File: config.mk
export PLATFORM = sky130hd
export DESIGN_NAME = spi_slave_responder
export DESIGN_NICKNAME = d
export VERILOG_FILES = /design/src/rtl/spi_slave_responder.sv
export SDC_FILE = /design/constraint.sdc
export NUM_CORES = 1
export LEC_CHECK = 0
export BUFFER_PORTS_ARGS = -buffer_cell sky130_fd_sc_hd__buf_4
export CORE_AREA = 8 8 90 112
export DETAILED_ROUTE_END_ITERATION = 8
export DIE_AREA = 0 0 98 120
export PLACE_DENSITY_LB_ADDON = 0.1
export SYNTH_ARGS = -nofsm -noshare
export SYNTH_HDL_FRONTEND = slang
export SYNTH_SLANG_ARGS = --single-unit
File: constraint.sdc
create_clock -name clk_i -period 2.55 [get_ports clk_i]
set_input_delay 0.3825 -clock clk_i [delete_from_list [all_inputs] [get_ports clk_i]]
set_output_delay 0.3825 -clock clk_i [all_outputs]
set_load 0.05 [all_outputs]
File: src/rtl/spi_slave_responder.sv
// SPI slave: oversampled SCLK/SS_N/MOSI, 8-bit MSB-first frames, FWFT RX FIFO, one-entry TX holding register.
// Optional SPI_SLV_ECHO_EN: an empty TX slot is refilled with the last received byte instead of UNDERRUN_BYTE.
module spi_slave_responder #(
    parameter int unsigned RX_DEPTH      = 4,
    parameter logic [7:0]  UNDERRUN_BYTE = 8'hFF
) (
    input  logic       clk_i,
    input  logic       rst_ni,
    input  logic       cpol_i,
    input  logic       cpha_i,
    input  logic       sclk_i,
    input  logic       ss_ni,
    input  logic       mosi_i,
    output logic       miso_o,
    output logic       miso_oe_o,
    input  logic [7:0] tx_data_i,
    input  logic       tx_valid_i,
    output logic       tx_ready_o,
    output logic [7:0] rx_data_o,
    output logic       rx_valid_o,
    input  logic       rx_ready_i,
    output logic       overrun_o,
    output logic       underrun_o,
    output logic       frame_err_o
);
    localparam int unsigned AW = $clog2(RX_DEPTH);

    typedef enum logic {IDLE, ACTIVE} state_t;

    state_t      state_q;
    logic [1:0]  sclk_sync_q, ss_sync_q, mosi_sync_q;
    logic        sclk_prev_q, ss_prev_q;
    logic        cpol_q, cpha_q;
    logic [2:0]  bit_cnt_q;
    logic [7:0]  tx_sr_q, hold_q;
    logic [6:0]  rx_sr_q;
    logic        hold_full_q, oe_q, overrun_q, underrun_q, frame_err_q;
    logic [AW:0] wptr_q, rptr_q;
    logic [7:0]  mem_q [RX_DEPTH];
`ifdef SPI_SLV_ECHO_EN
    logic [7:0]  last_rx_q;
`endif

    logic       sclk_rise, sclk_fall, ss_fall, ss_rise;
    logic       lead_ev, trail_ev, sample_ev, shift_ev;
    logic       active, byte_done, load, fifo_full, fifo_empty, pop, push;
    logic [7:0] rx_byte, fill_byte, load_byte;

    // Two-flop synchronisers plus a third flop for edge detection.
    always_ff @(posedge clk_i or negedge rst_ni) begin
        if (!rst_ni) begin
            sclk_sync_q <= '0;
            ss_sync_q   <= 2'b11;
            mosi_sync_q <= '0;
            sclk_prev_q <= 1'b0;
            ss_prev_q   <= 1'b1;
        end else begin
            sclk_sync_q <= {sclk_sync_q[0], sclk_i};
            ss_sync_q   <= {ss_sync_q[0], ss_ni};
            mosi_sync_q <= {mosi_sync_q[0], mosi_i};
            sclk_prev_q <= sclk_sync_q[1];
            ss_prev_q   <= ss_sync_q[1];
        end
    end

    assign sclk_rise = sclk_sync_q[1] & ~sclk_prev_q;
    assign sclk_fall = ~sclk_sync_q[1] & sclk_prev_q;
    assign ss_fall   = ~ss_sync_q[1] & ss_prev_q;
    assign ss_rise   = ss_sync_q[1] & ~ss_prev_q;
    assign lead_ev   = cpol_q ? sclk_fall : sclk_rise;
    assign trail_ev  = cpol_q ? sclk_rise : sclk_fall;
    assign sample_ev = cpha_q ? trail_ev : lead_ev;
    assign shift_ev  = cpha_q ? lead_ev : trail_ev;

    assign active     = (state_q == ACTIVE);
    assign byte_done  = active & ~ss_rise & sample_ev & (bit_cnt_q == 3'd7);
    assign load       = (~active & ss_fall) | byte_done;
    assign rx_byte    = {rx_sr_q, mosi_sync_q[1]};
    assign fifo_empty = (wptr_q == rptr_q);
    assign fifo_full  = (wptr_q[AW] != rptr_q[AW]) && (wptr_q[AW-1:0] == rptr_q[AW-1:0]);
    assign pop        = ~fifo_empty & rx_ready_i;
    assign push       = byte_done & (~fifo_full | pop);

`ifdef SPI_SLV_ECHO_EN
    assign fill_byte = byte_done ? rx_byte : last_rx_q;
`else
    assign fill_byte = UNDERRUN_BYTE;
`endif
    assign load_byte = hold_full_q ? hold_q : fill_byte;

    always_ff @(posedge clk_i or negedge rst_ni) begin
        if (!rst_ni) begin
            state_q     <= IDLE;
            cpol_q      <= 1'b0;
            cpha_q      <= 1'b0;
            bit_cnt_q   <= '0;
            tx_sr_q     <= '0;
            rx_sr_q     <= '0;
            hold_q      <= '0;
            hold_full_q <= 1'b0;
            oe_q        <= 1'b0;
            overrun_q   <= 1'b0;
            underrun_q  <= 1'b0;
            frame_err_q <= 1'b0;
`ifdef SPI_SLV_ECHO_EN
            last_rx_q   <= '0;
`endif
        end else begin
            overrun_q   <= 1'b0;
            frame_err_q <= 1'b0;
`ifdef SPI_SLV_ECHO_EN
            underrun_q  <= 1'b0;
`else
            underrun_q  <= load & ~hold_full_q;
`endif
            // Write and consume are exclusive: a write needs the slot empty, a consume needs it full.
            if (tx_valid_i && !hold_full_q) begin
                hold_q      <= tx_data_i;
                hold_full_q <= 1'b1;
            end else if (load && hold_full_q) begin
                hold_full_q <= 1'b0;
            end
            case (state_q)
                IDLE: begin
                    if (ss_fall) begin
                        state_q   <= ACTIVE;
                        cpol_q    <= cpol_i;
                        cpha_q    <= cpha_i;
                        tx_sr_q   <= load_byte;
                        bit_cnt_q <= '0;
                        oe_q      <= 1'b1;
                    end
                end
                ACTIVE: begin
                    if (ss_rise) begin
                        state_q     <= IDLE;
                        oe_q        <= 1'b0;
                        frame_err_q <= (bit_cnt_q != 3'd0);
                        bit_cnt_q   <= '0;
                    end else if (sample_ev) begin
                        rx_sr_q   <= rx_byte[6:0];
                        bit_cnt_q <= bit_cnt_q + 3'd1;
                        if (byte_done) begin
                            tx_sr_q   <= load_byte;
                            overrun_q <= ~push;
`ifdef SPI_SLV_ECHO_EN
                            last_rx_q <= rx_byte;
`endif
                        end
                    end else if (shift_ev && bit_cnt_q != 3'd0) begin
                        tx_sr_q <= {tx_sr_q[6:0], 1'b0};
                    end
                end
                default: state_q <= IDLE;
            endcase
        end
    end

    always_ff @(posedge clk_i or negedge rst_ni) begin
        if (!rst_ni) begin
            wptr_q <= '0;
            rptr_q <= '0;
        end else begin
            if (push) wptr_q <= wptr_q + (AW+1)'(1);
            if (pop)  rptr_q <= rptr_q + (AW+1)'(1);
        end
    end

    always_ff @(posedge clk_i) begin
        if (push) mem_q[wptr_q[AW-1:0]] <= rx_byte;
    end

    assign miso_o      = active & tx_sr_q[7];
    assign miso_oe_o   = oe_q;
    assign tx_ready_o  = ~hold_full_q;
    assign rx_valid_o  = ~fifo_empty;
    assign rx_data_o   = fifo_empty ? 8'h00 : mem_q[rptr_q[AW-1:0]];
    assign overrun_o   = overrun_q;
    assign underrun_o  = underrun_q;
    assign frame_err_o = frame_err_q;
endmodule

* After elaboration in Yosys (flattened, before gate mapping)
Memory sizes are Yosys's and may differ from the RTL's. Cells that the tools add are included. Widths: inputs -> output; s select.
Word-level totals: bits in registers 48, memory bits (writable) 32, memories 1, output and inout port bits 15, word-level logic and storage cells 101
Cells by class: multiplexer cells 32, bitwise operators 24, add/sub/neg operators 3, reductions and logical operators 12, equality and inequality tests 10
Memories:
- mem_q | words 4, bits a word 8, read ports 1, clocked after memory_dff 0, wr ports 1, line 39 | logic [7:0] mem_q [RX_DEPTH];
Operators with widths (number):
- $mux 8 | 7
- $mux 1 | 18
- $pmux 8 s2 | 1
- $and 1x1->1 | 12
- $not 1->1 | 10
- $add 3x1->3 const B | 3
- $mux 3 | 3
- $ne 3x1->1 const B | 2
- $pmux 3 s2 | 1
- $reduce_and 2->1 | 3
- $logic_and 1x1->1 | 4
- $ne 2x2->1 const B | 2
- $pmux 1 s2 | 2
- $reduce_and 4->1 | 1
- $eq 3x3->1 | 1
- $eq 3x3->1 const B | 1
- $ne 3x2->1 const B | 1
- $reduce_and 3->1 | 1
- $reduce_bool 3->1 | 1
- $eq 2x2->1 | 1
- $ne 2x1->1 const B | 1
- $or 1x1->1 | 2
- $reduce_bool 2->1 | 1
- $logic_not 1->1 | 1
- $ne 1x1->1 | 1

* Longest topological paths before layout
Gate-level depths: netlist of run 1.
depth after elaboration 12, depth in mapped cells 7

* Worst setup path before layout of run 1
OpenSTA, ideal clock, no wires.
path kind reg2out, start register rptr_q[0], end output port rx_data_o[0], required time 2.168 ns, path buffers 2, arrival 1.960 ns, setup slack 0.208 ns, stages on the path, launching flop included 7, path through dfrtp_1 > buf_4 > xor2_1 > nor2_1 > nand2_1 > clkbuf_1 > and2_1
On the way: longest elaborated chain between the ends 2
RTL lines:
- start, declared | line 38 | logic [AW:0] wptr_q, rptr_q;
- start signal, assigned | line 165 | if (pop) rptr_q <= rptr_q + (AW+1)'(1);
- $mem_v2 4x8 or $eq 3x3->1 (tied branches)
- $mux 8 * | line 177 | assign rx_data_o = fifo_empty ? 8'h00 : mem_q[rptr_q[AW-1:0]];
- end, declared | line 19 | output logic [7:0] rx_data_o,
Mark *: on every way between the ends. The rest lies on a longest branch, timed or not.

* Worst setup path after layout of run 1
start register rptr_q[0], end output port rx_data_o[4]
Same word-level chain as after synthesis.

==> metrics, run 1 <==
Final TNS setup 0 ns; Seq cells post-synth 80; PD cells 1090 mW/mm²; clock power share 0.189; Crit path required time 2.17 ns; first-pass GRT wire length 9250 µm; Max Slew Vio Count 0; die width 98 µm; Non-Filler Instances 355; post-synthesis cell area 0.00334 mm²; Leakage 1.57 nW; endpoints failing setup 0; fraction of power spent switching nets 0.352; core area 0.00842 mm²; Post-DP HPWL 3830 µm; 1st-pass router iterations 3; fill count 749; Final nets 275; Avg Cell Area, Syn 15.9 µm²; commonest non-fill, non-tap cells in the layout dfrtp_1, buf_4, mux2_2, edfxtp_1, and2_1; Final Critical Period 2.25 ns; Clock Skew 0.00755 ns; Hold Buf Count CTS 0; PostCTS Resize Cnt 0; MaxCap Viol Count 0; cell internal pwr 0.00273 W; Initial Util 0.397; Hold WC Path Type in -> async; Cells after Synth 210; Worst VDD drop 0.000467 V; clk slew on worst S/H paths 0.08 ns; Placed Cells 339; number of port buffers 31; chip height 120 µm; # IOs 32; largest net degree at the start of global routing 49; Worst-Margin Slew 0.601 ns; Worst path slowest cell mux4_2; Critical Path Start Type flip-flop; crit path buf inv count 2; crit-path leading delay family multiplexers; Cell Rows 38; Sw Pwr 0.00149 W; drt initial violations 35; vias in the first global route 1864; Final Routed Wirelength 5470 µm; most common cell after layout, fill and taps aside dfrtp_1; Vias 1732; Rel. slew slack 0.599; Crit Path Category reg -> out; Tot GR Track Use 0.102; # clock sinks 80; die area 0.0118 mm²; Antenna Nets Post-Route 0; Seq/Total Area, Yosys 0.648; GPL Wtd Cong 0.697; CP max FO 9; Design Power 0.00422 W; CP max stage delay 0.50 ns; Synth cell types 33; DR WL/cell 15.4 µm; TritonCTS buffer count 9; Logic pwr share 0.363; vias per cell 4.88; Final Cell Area 0.00387 mm²; CP cell instances buf_4 > mux4_2 > and2_1 > buf_4; Placement Cell Area 0.00370 mm²; share of cells above drive strength 1 0.376; Flop pwr share 0.448; nature of the critical path endpoint primary output; Post-CTS Repair Setup Buffers 0; syn_nets 235; Clock Tree Buf Depth 2; worst skew pair latency 0.35 ns; ANT cells 0; area grow syn2layout 15.7%; status complete, no violations; Final Hold Fails 0; # DRC 0; Ys Warns 0; Max Clk Rate 444 MHz; RSZ-0062 raised after global routing no; initial antenna violation count 0; H-tree depth 3; clock root cell clkbuf_8; CP arrival 1.87 ns; CTS tree built; Most Frequent Cell on Critical Path buf_4; period utilization 0.883; Congestion Overflow GR 0
## stage by stage
step                utilization  hold WS, ns  setup slack, ns
floorplan                     -       0.0869            0.208
global placement          0.440        0.332            0.352
detailed placement        0.440        0.335            0.317
CTS                       0.460       0.0533            0.234
global route              0.460       0.0868            0.188
finish                    0.460       0.0516            0.297
## layer usage
metal	routed length [µm]	track usage
met1	2500	0.117
met2	2610	0.162
met3	233	0.0353
met4	123	0.0587
met5	0	0
## cell usage after synthesis (all sizes together)
library cell	count	area, µm²
dfrtp	45	1130
mux2	34	387
edfxtp	32	961
and2	13	81.3
nand2b	11	68.8
ha	8	100
mux4	8	180
nand2	7	26.3
inv	6	22.5
nor2	5	26.3
o21ai	5	25.0
a21oi	4	20.0
a221oi	4	52.6
clkbuf	4	15.0
xnor2	4	35.0
xor2	4	42.6
dfstp	3	78.8
nor2b	3	18.8
buf	2	12.5
a21o	1	7.51
and3	1	6.26
mux2i	1	10.0
nand3	1	5.00
nor3b	1	7.51
nor4	1	6.26
nor4b	1	15.0
o21a	1	7.51
## power by group through the flow
| stage | Sequential [W] | Clock, W | Combinational [W] |
|---|---|---|---|
| floorplan | 0.00185 | 0 | 0.00122 |
| CTS | 0.00190 | 0.000829 | 0.00157 |
| finish | 0.00189 | 0.000796 | 0.00153 |
| global placement | 0.00192 | 0 | 0.00154 |
| global route | 0.00194 | 0.000885 | 0.00166 |
| detailed placement | 0.00192 | 0 | 0.00157 |
## logic make-up (layout without fill, tap and decap cells)
group,after synthesis,after routing,share of synthesized area
adders and majority gates,8,8,0.0299
muxes,43,43,0.172
AOI/OAI and AO/OA,15,15,0.0337
DFF,80,80,0.648
and+or+nand+nor,44,44,0.0782
buffers and inverters,12,57,0.0150
xor gates and xnor gates,8,8,0.0232
## flip-flops by register name, summed over array words and instances, names as in the netlist, 2 cells and up
name / count
bit_cnt_q: 3
mem_q: 32
hold_q: 8
tx_sr_q: 8
ss_sync_q: 2
sclk_sync_q: 2
wptr_q: 3
mosi_sync_q: 2
rptr_q: 3
rx_sr_q: 7
## worst register-to-register path: stages (launching register included)
cell and delay [ns]:
dfrtp_1 0.41, xor2_2 0.23, mux2_4 0.38, nor4b_2 0.28, buf_4 0.17, and2_1 0.40
## path summary, 6_finish.rpt
path	start	end	slack [ns]	cells past startpoint
setup reg to reg	cpol_q$_DFFE_PN0P_	mem_q[3][3]$_DFFE_PP_	0.35	5
hold reg to reg	mosi_sync_q[0]$_DFF_PN0_	mosi_sync_q[1]$_DFF_PN0_	0.35	0
max in group asynchronous	rst_ni	mosi_sync_q[0]$_DFF_PN0_	2.10	1
hold / removal	rst_ni	rx_sr_q[4]$_DFFE_PN0P_	0.05	1
min in group clk_i	mosi_i	mosi_sync_q[0]$_DFF_PN0_	0.14	1
setup / recovery	rptr_q[0]$_DFFE_PN0P_	rx_data_o[4]	0.30	4
## final cells by class
class	instances	area (µm²)	area share
Multi-Input combinational cell	118	1130	0.292
Clock inverter	5	33.8	0.00873
Tap cell	100	125	0.0323
Inverter	6	22.5	0.00582
Clock buffer	11	131	0.0339
Timing Repair Buffer	35	263	0.0679
Sequential cell	80	2170	0.560
No activity file was read; power rests on OpenSTA's default activity.
==> run 2, diff against run 1 <==
--- a/config.mk
+++ b/config.mk
@@ -10,6 +10,7 @@
 export DETAILED_ROUTE_END_ITERATION = 8
 export DIE_AREA = 0 0 98 120
 export PLACE_DENSITY_LB_ADDON = 0.1
+export REMOVE_ABC_BUFFERS = 1
 export SYNTH_ARGS = -nofsm -noshare
 export SYNTH_HDL_FRONTEND = slang
 export SYNTH_SLANG_ARGS = --single-unit
==> metrics, run 2 (same netlist as run 1, synthesis figures left out) <==
nature of the critical path endpoint primary output; endpoints failing setup 0; cell internal pwr 0.00273 W; CP arrival 1.86 ns; worst skew pair latency 0.35 ns; 1st-pass router iterations 4; vias in the first global route 1921; fraction of power spent switching nets 0.352; # IOs 32; TritonCTS buffer count 9; Final TNS setup 0 ns; Max Clk Rate 447 MHz; die width 98 µm; clock power share 0.189; CP cell instances buf_4 > mux4_2 > and2_1 > buf_4; status complete, no violations; initial antenna violation count 0; Congestion Overflow GR 0; GPL Wtd Cong 0.733; die area 0.0118 mm²; Worst VDD drop 0.000391 V; Crit Path Category reg -> out; Leakage 1.56 nW; CP max FO 9; Rel. slew slack 0.594; CTS tree built; Flop pwr share 0.448; clk slew on worst S/H paths 0.08 ns; core area 0.00842 mm²; PD cells 1090 mW/mm²; final hold slack 0.0347 ns; Clock Skew 0.0106 ns; post-route setup slack 0.312 ns; DR WL/cell 15.1 µm; Final Routed Wirelength 5360 µm; Cell Rows 38; multi-input logic area 0.00113 mm²; Initial Util 0.397; Most Frequent Cell on Critical Path buf_4; period utilization 0.878; Final nets 275; Logic pwr share 0.363; Critical path origin rptr_q[0]$_DFFE_PN0P_; Tot GR Track Use 0.105; number of port buffers 31; fill count 755; Crit path required time 2.17 ns; Register Area 0.00217 mm²; CP max stage delay 0.52 ns; chip height 120 µm; Worst-Margin Slew 0.609 ns; first-pass GRT wire length 9640 µm; RSZ-0062 raised after global routing no; commonest non-fill, non-tap cells in the layout dfrtp_1, buf_4, mux2_2, edfxtp_1, and2_1; Max Slew Vio Count 0; Post-DP HPWL 3840 µm; PostCTS Resize Cnt 0; # clock sinks 80; max reg flops 32; Vias 1743; most common cell after layout, fill and taps aside dfrtp_1; ANT cells 0; Final Critical Period 2.24 ns; reg2reg start cpol_q$_DFFE_PN0P_; post-place setup slack 0.341 ns; H-tree depth 3; Critical Path Start Type flip-flop; drt initial violations 45; Hold WC Path Type in -> async; Hold Buf Count CTS 0; vias per cell 4.91; Clock Tree Buf Depth 2; share of cells above drive strength 1 0.380; Antenna Nets Post-Route 0; Sw Pwr 0.00149 W; area grow syn2layout 15.7%; # DRC 0; Post-CTS Repair Setup Buffers 0; MaxCap Viol Count 0; Worst path slowest cell mux4_2; largest net degree at the start of global routing 49; Final Hold Fails 0; clock root cell clkbuf_8
## run 2: changes by cell type in the layout (fill, tap and decap cells not counted), sizes merged
| cell | change |
|---|---|
| clkinv | -3 |
| clkinvlp | +3 |
## run 2: power by group through the flow
stage                     clock [W]  sequential [W]  combinational [W]
after global placement            0         0.00192            0.00155
after detailed placement          0         0.00193            0.00156
after global routing       0.000894         0.00195            0.00167
final                      0.000798         0.00189            0.00153
after CTS                  0.000840         0.00190            0.00157
after floorplan                   0         0.00191            0.00112
## run 2: area by class of cell
type                            instances  share of cell area
Clock buffer                           11              0.0339
Timing Repair Buffer                   35              0.0679
Inverter                                6             0.00582
Multi-Input combinational cell        118               0.292
Sequential cell                        80               0.559
Clock inverter                          5             0.00905
Tap cell                              100              0.0323
## run 2: path summary, 6_finish.rpt
kind,end,slack [ns],cells after the start
min in group clk_i,mosi_sync_q[0]$_DFF_PN0_,0.14,1
worst min register to register,sclk_sync_q[1]$_DFF_PN0_,0.35,0
max in group asynchronous,rptr_q[0]$_DFFE_PN0P_,2.09,1
worst max register to register,mem_q[3][5]$_DFFE_PP_,0.37,5
worst min-delay path,hold_q[3]$_DFFE_PN0P_,0.03,1
worst max-delay path,rx_data_o[6],0.31,4
## run 2: critical path, delay by kind of cell, from the launching register on
family                 cells  cell delay (ns)
muxes                      1             0.52
buffers and inverters      2             0.42
DFF                        1             0.40
and+or+nand+nor            1             0.17
## run 2: layer usage
| layer | up-vias | routed length [µm] | GRT usage |
|---|---|---|---|
| met5 | - | 0 | 0 |
| met4 | 0 | 70 | 0.0499 |
| met3 | 6 | 235 | 0.0458 |
| met2 | 29 | 2690 | 0.165 |
| met1 | 874 | 2360 | 0.122 |
| li1 | 834 | - | - |
## run 2: stage by stage
step,total power [W],cell area (µm²),std cells,util
final,0.00422,3870,355,0.460
after global routing,0.00451,3870,355,0.460
after CTS,0.00430,3870,355,0.460
after detailed placement,0.00349,3700,339,0.440
after global placement,0.00346,3700,339,0.440
after floorplan,0.00303,3320,204,-
==> run 3, diff against run 2 <==
--- a/config.mk
+++ b/config.mk
@@ -6,9 +6,9 @@
 export NUM_CORES = 1
 export LEC_CHECK = 0
 export BUFFER_PORTS_ARGS = -buffer_cell sky130_fd_sc_hd__buf_4
-export CORE_AREA = 8 8 90 112
+export CORE_AREA = 8 8 79 99
 export DETAILED_ROUTE_END_ITERATION = 8
-export DIE_AREA = 0 0 98 120
+export DIE_AREA = 0 0 87 107
 export PLACE_DENSITY_LB_ADDON = 0.1
 export REMOVE_ABC_BUFFERS = 1
 export SYNTH_ARGS = -nofsm -noshare
==> metrics, run 3 (same netlist as run 1, synthesis figures left out) <==
most common cell after layout, fill and taps aside dfrtp_1; clk slew on worst S/H paths 0.08 ns; H-tree depth 3; chip height 107 µm; status complete, no violations; GPL Wtd Cong 0.691; cell internal pwr 0.00291 W; Hold Buf Count CTS 0; CP arrival 1.89 ns; RSZ-0062 raised after global routing no; post-place setup slack 0.339 ns; crit-path leading delay family flip-flops; largest net degree at the start of global routing 49; Worst-Margin Slew 0.602 ns; Cell Rows 33; core area 0.00632 mm²; Hold WC Path Type in -> async; endpoints failing setup 0; Logic pwr share 0.341; CP cell instances xor2_1 > nor2_1 > nand2_1 > and2_1 > buf_4; post-route setup slack 0.282 ns; die area 0.00931 mm²; Crit path required time 2.17 ns; Placement Cell Area 0.00368 mm²; Final Routed Wirelength 5230 µm; Sw Pwr 0.00148 W; Post-DP HPWL 3650 µm; Clock Tree Buf Depth 2; die width 87 µm; Final Hold Fails 0; Tot GR Track Use 0.124; Non-Filler Instances 340; # clock sinks 80; Final nets 274; Post-CTS Repair Setup Buffers 0; Flop pwr share 0.437; number of port buffers 31; Worst VDD drop 0.000584 V; period utilization 0.890; Final TNS setup 0 ns; fraction of power spent switching nets 0.337; Max Slew Vio Count 0; first-pass GRT wire length 8890 µm; Core Util, Final 0.616; vias per cell 5.22; Worst path slowest cell dfrtp_1; # IOs 32; Critical Path Start Type flip-flop; Rel. slew slack 0.599; Final Cell Area 0.00389 mm²; commonest non-fill, non-tap cells in the layout dfrtp_1, buf_4, mux2_2, edfxtp_1, and2_1; max reg flops 32; clock power share 0.223; MaxCap Viol Count 0; CP max FO 11; # DRC 0; Leakage 1.59 nW; Vias 1775; crit path buf inv count 1; nature of the critical path endpoint primary output; clock root cell clkbuf_8; Placed Cells 325; Congestion Overflow GR 0; DR WL/cell 15.4 µm; TritonCTS buffer count 9; CP max stage delay 0.63 ns; vias in the first global route 1897; Initial Util 0.529; PostCTS Resize Cnt 0; Antenna Nets Post-Route 0; Crit Path Category reg -> out; 1st-pass router iterations 3; area grow syn2layout 16.3%; PD cells 1130 mW/mm²; worst skew pair latency 0.34 ns; Max Clk Rate 441 MHz; initial antenna violation count 0; share of cells above drive strength 1 0.379; CTS tree built; ANT cells 0; Clock Skew 0.00869 ns; drt initial violations 84; Final Critical Period 2.27 ns
## run 3: power groups by stage
stage               Combinational [W]  Sequential [W]  Clock [W]
floorplan                     0.00112         0.00191          0
global placement              0.00149         0.00194          0
detailed placement            0.00151         0.00195          0
CTS                           0.00152         0.00192    0.00101
global route                  0.00163         0.00197    0.00106
finish                        0.00150         0.00192   0.000977
## run 3: worst reg2reg max path: cells and delay by family (launching register included)
kind | cells | cell delay [ns]
xor gates and xnor gates | 1 | 0.22
buffers and inverters | 1 | 0.17
DFF | 1 | 0.41
muxes | 1 | 0.38
and+or+nand+nor | 2 | 0.65
## run 3: worst paths after layout
path	from	to	slack, ns	cells past startpoint
max	rptr_q[1]$_DFFE_PN0P_	rx_data_o[5]	0.28	5
max reg2reg	cpol_q$_DFFE_PN0P_	mem_q[0][1]$_DFFE_PP_	0.37	5
min in group clk_i	ss_ni	ss_sync_q[0]$_DFF_PN1_	0.15	1
min reg2reg	sclk_sync_q[0]$_DFF_PN0_	sclk_sync_q[1]$_DFF_PN0_	0.36	0
max in group asynchronous	rst_ni	rx_sr_q[0]$_DFFE_PN0P_	2.09	1
min	rst_ni	sclk_sync_q[0]$_DFF_PN0_	0.05	1
## run 3: layout make-up
class,count,area [µm²]
timing repair buffer,34,255
clock buffer,9,124
inverter,6,22.5
sequential,80,2170
multi-input combinational,118,1130
clock inverter,6,85.1
tap,87,109
fill,510,2430
## run 3: layer usage
layer  up-vias  part of all wire  track usage
met3         8             0.042       0.0383
met4         0             0.017       0.0593
met2        30              0.50        0.204
met1       900              0.44        0.145
met5         -                 0            0
li1        837                 -            -
## run 3: stage by stage
stage	hold WS (ns)	power [W]
6_report	0.0494	0.00439
5_1_grt	0.0867	0.00465
4_1_cts	0.0563	0.00445
3_5_place_dp	0.340	0.00346
3_3_place_gp	0.333	0.00343
2_1_floorplan	0.0869	0.00303
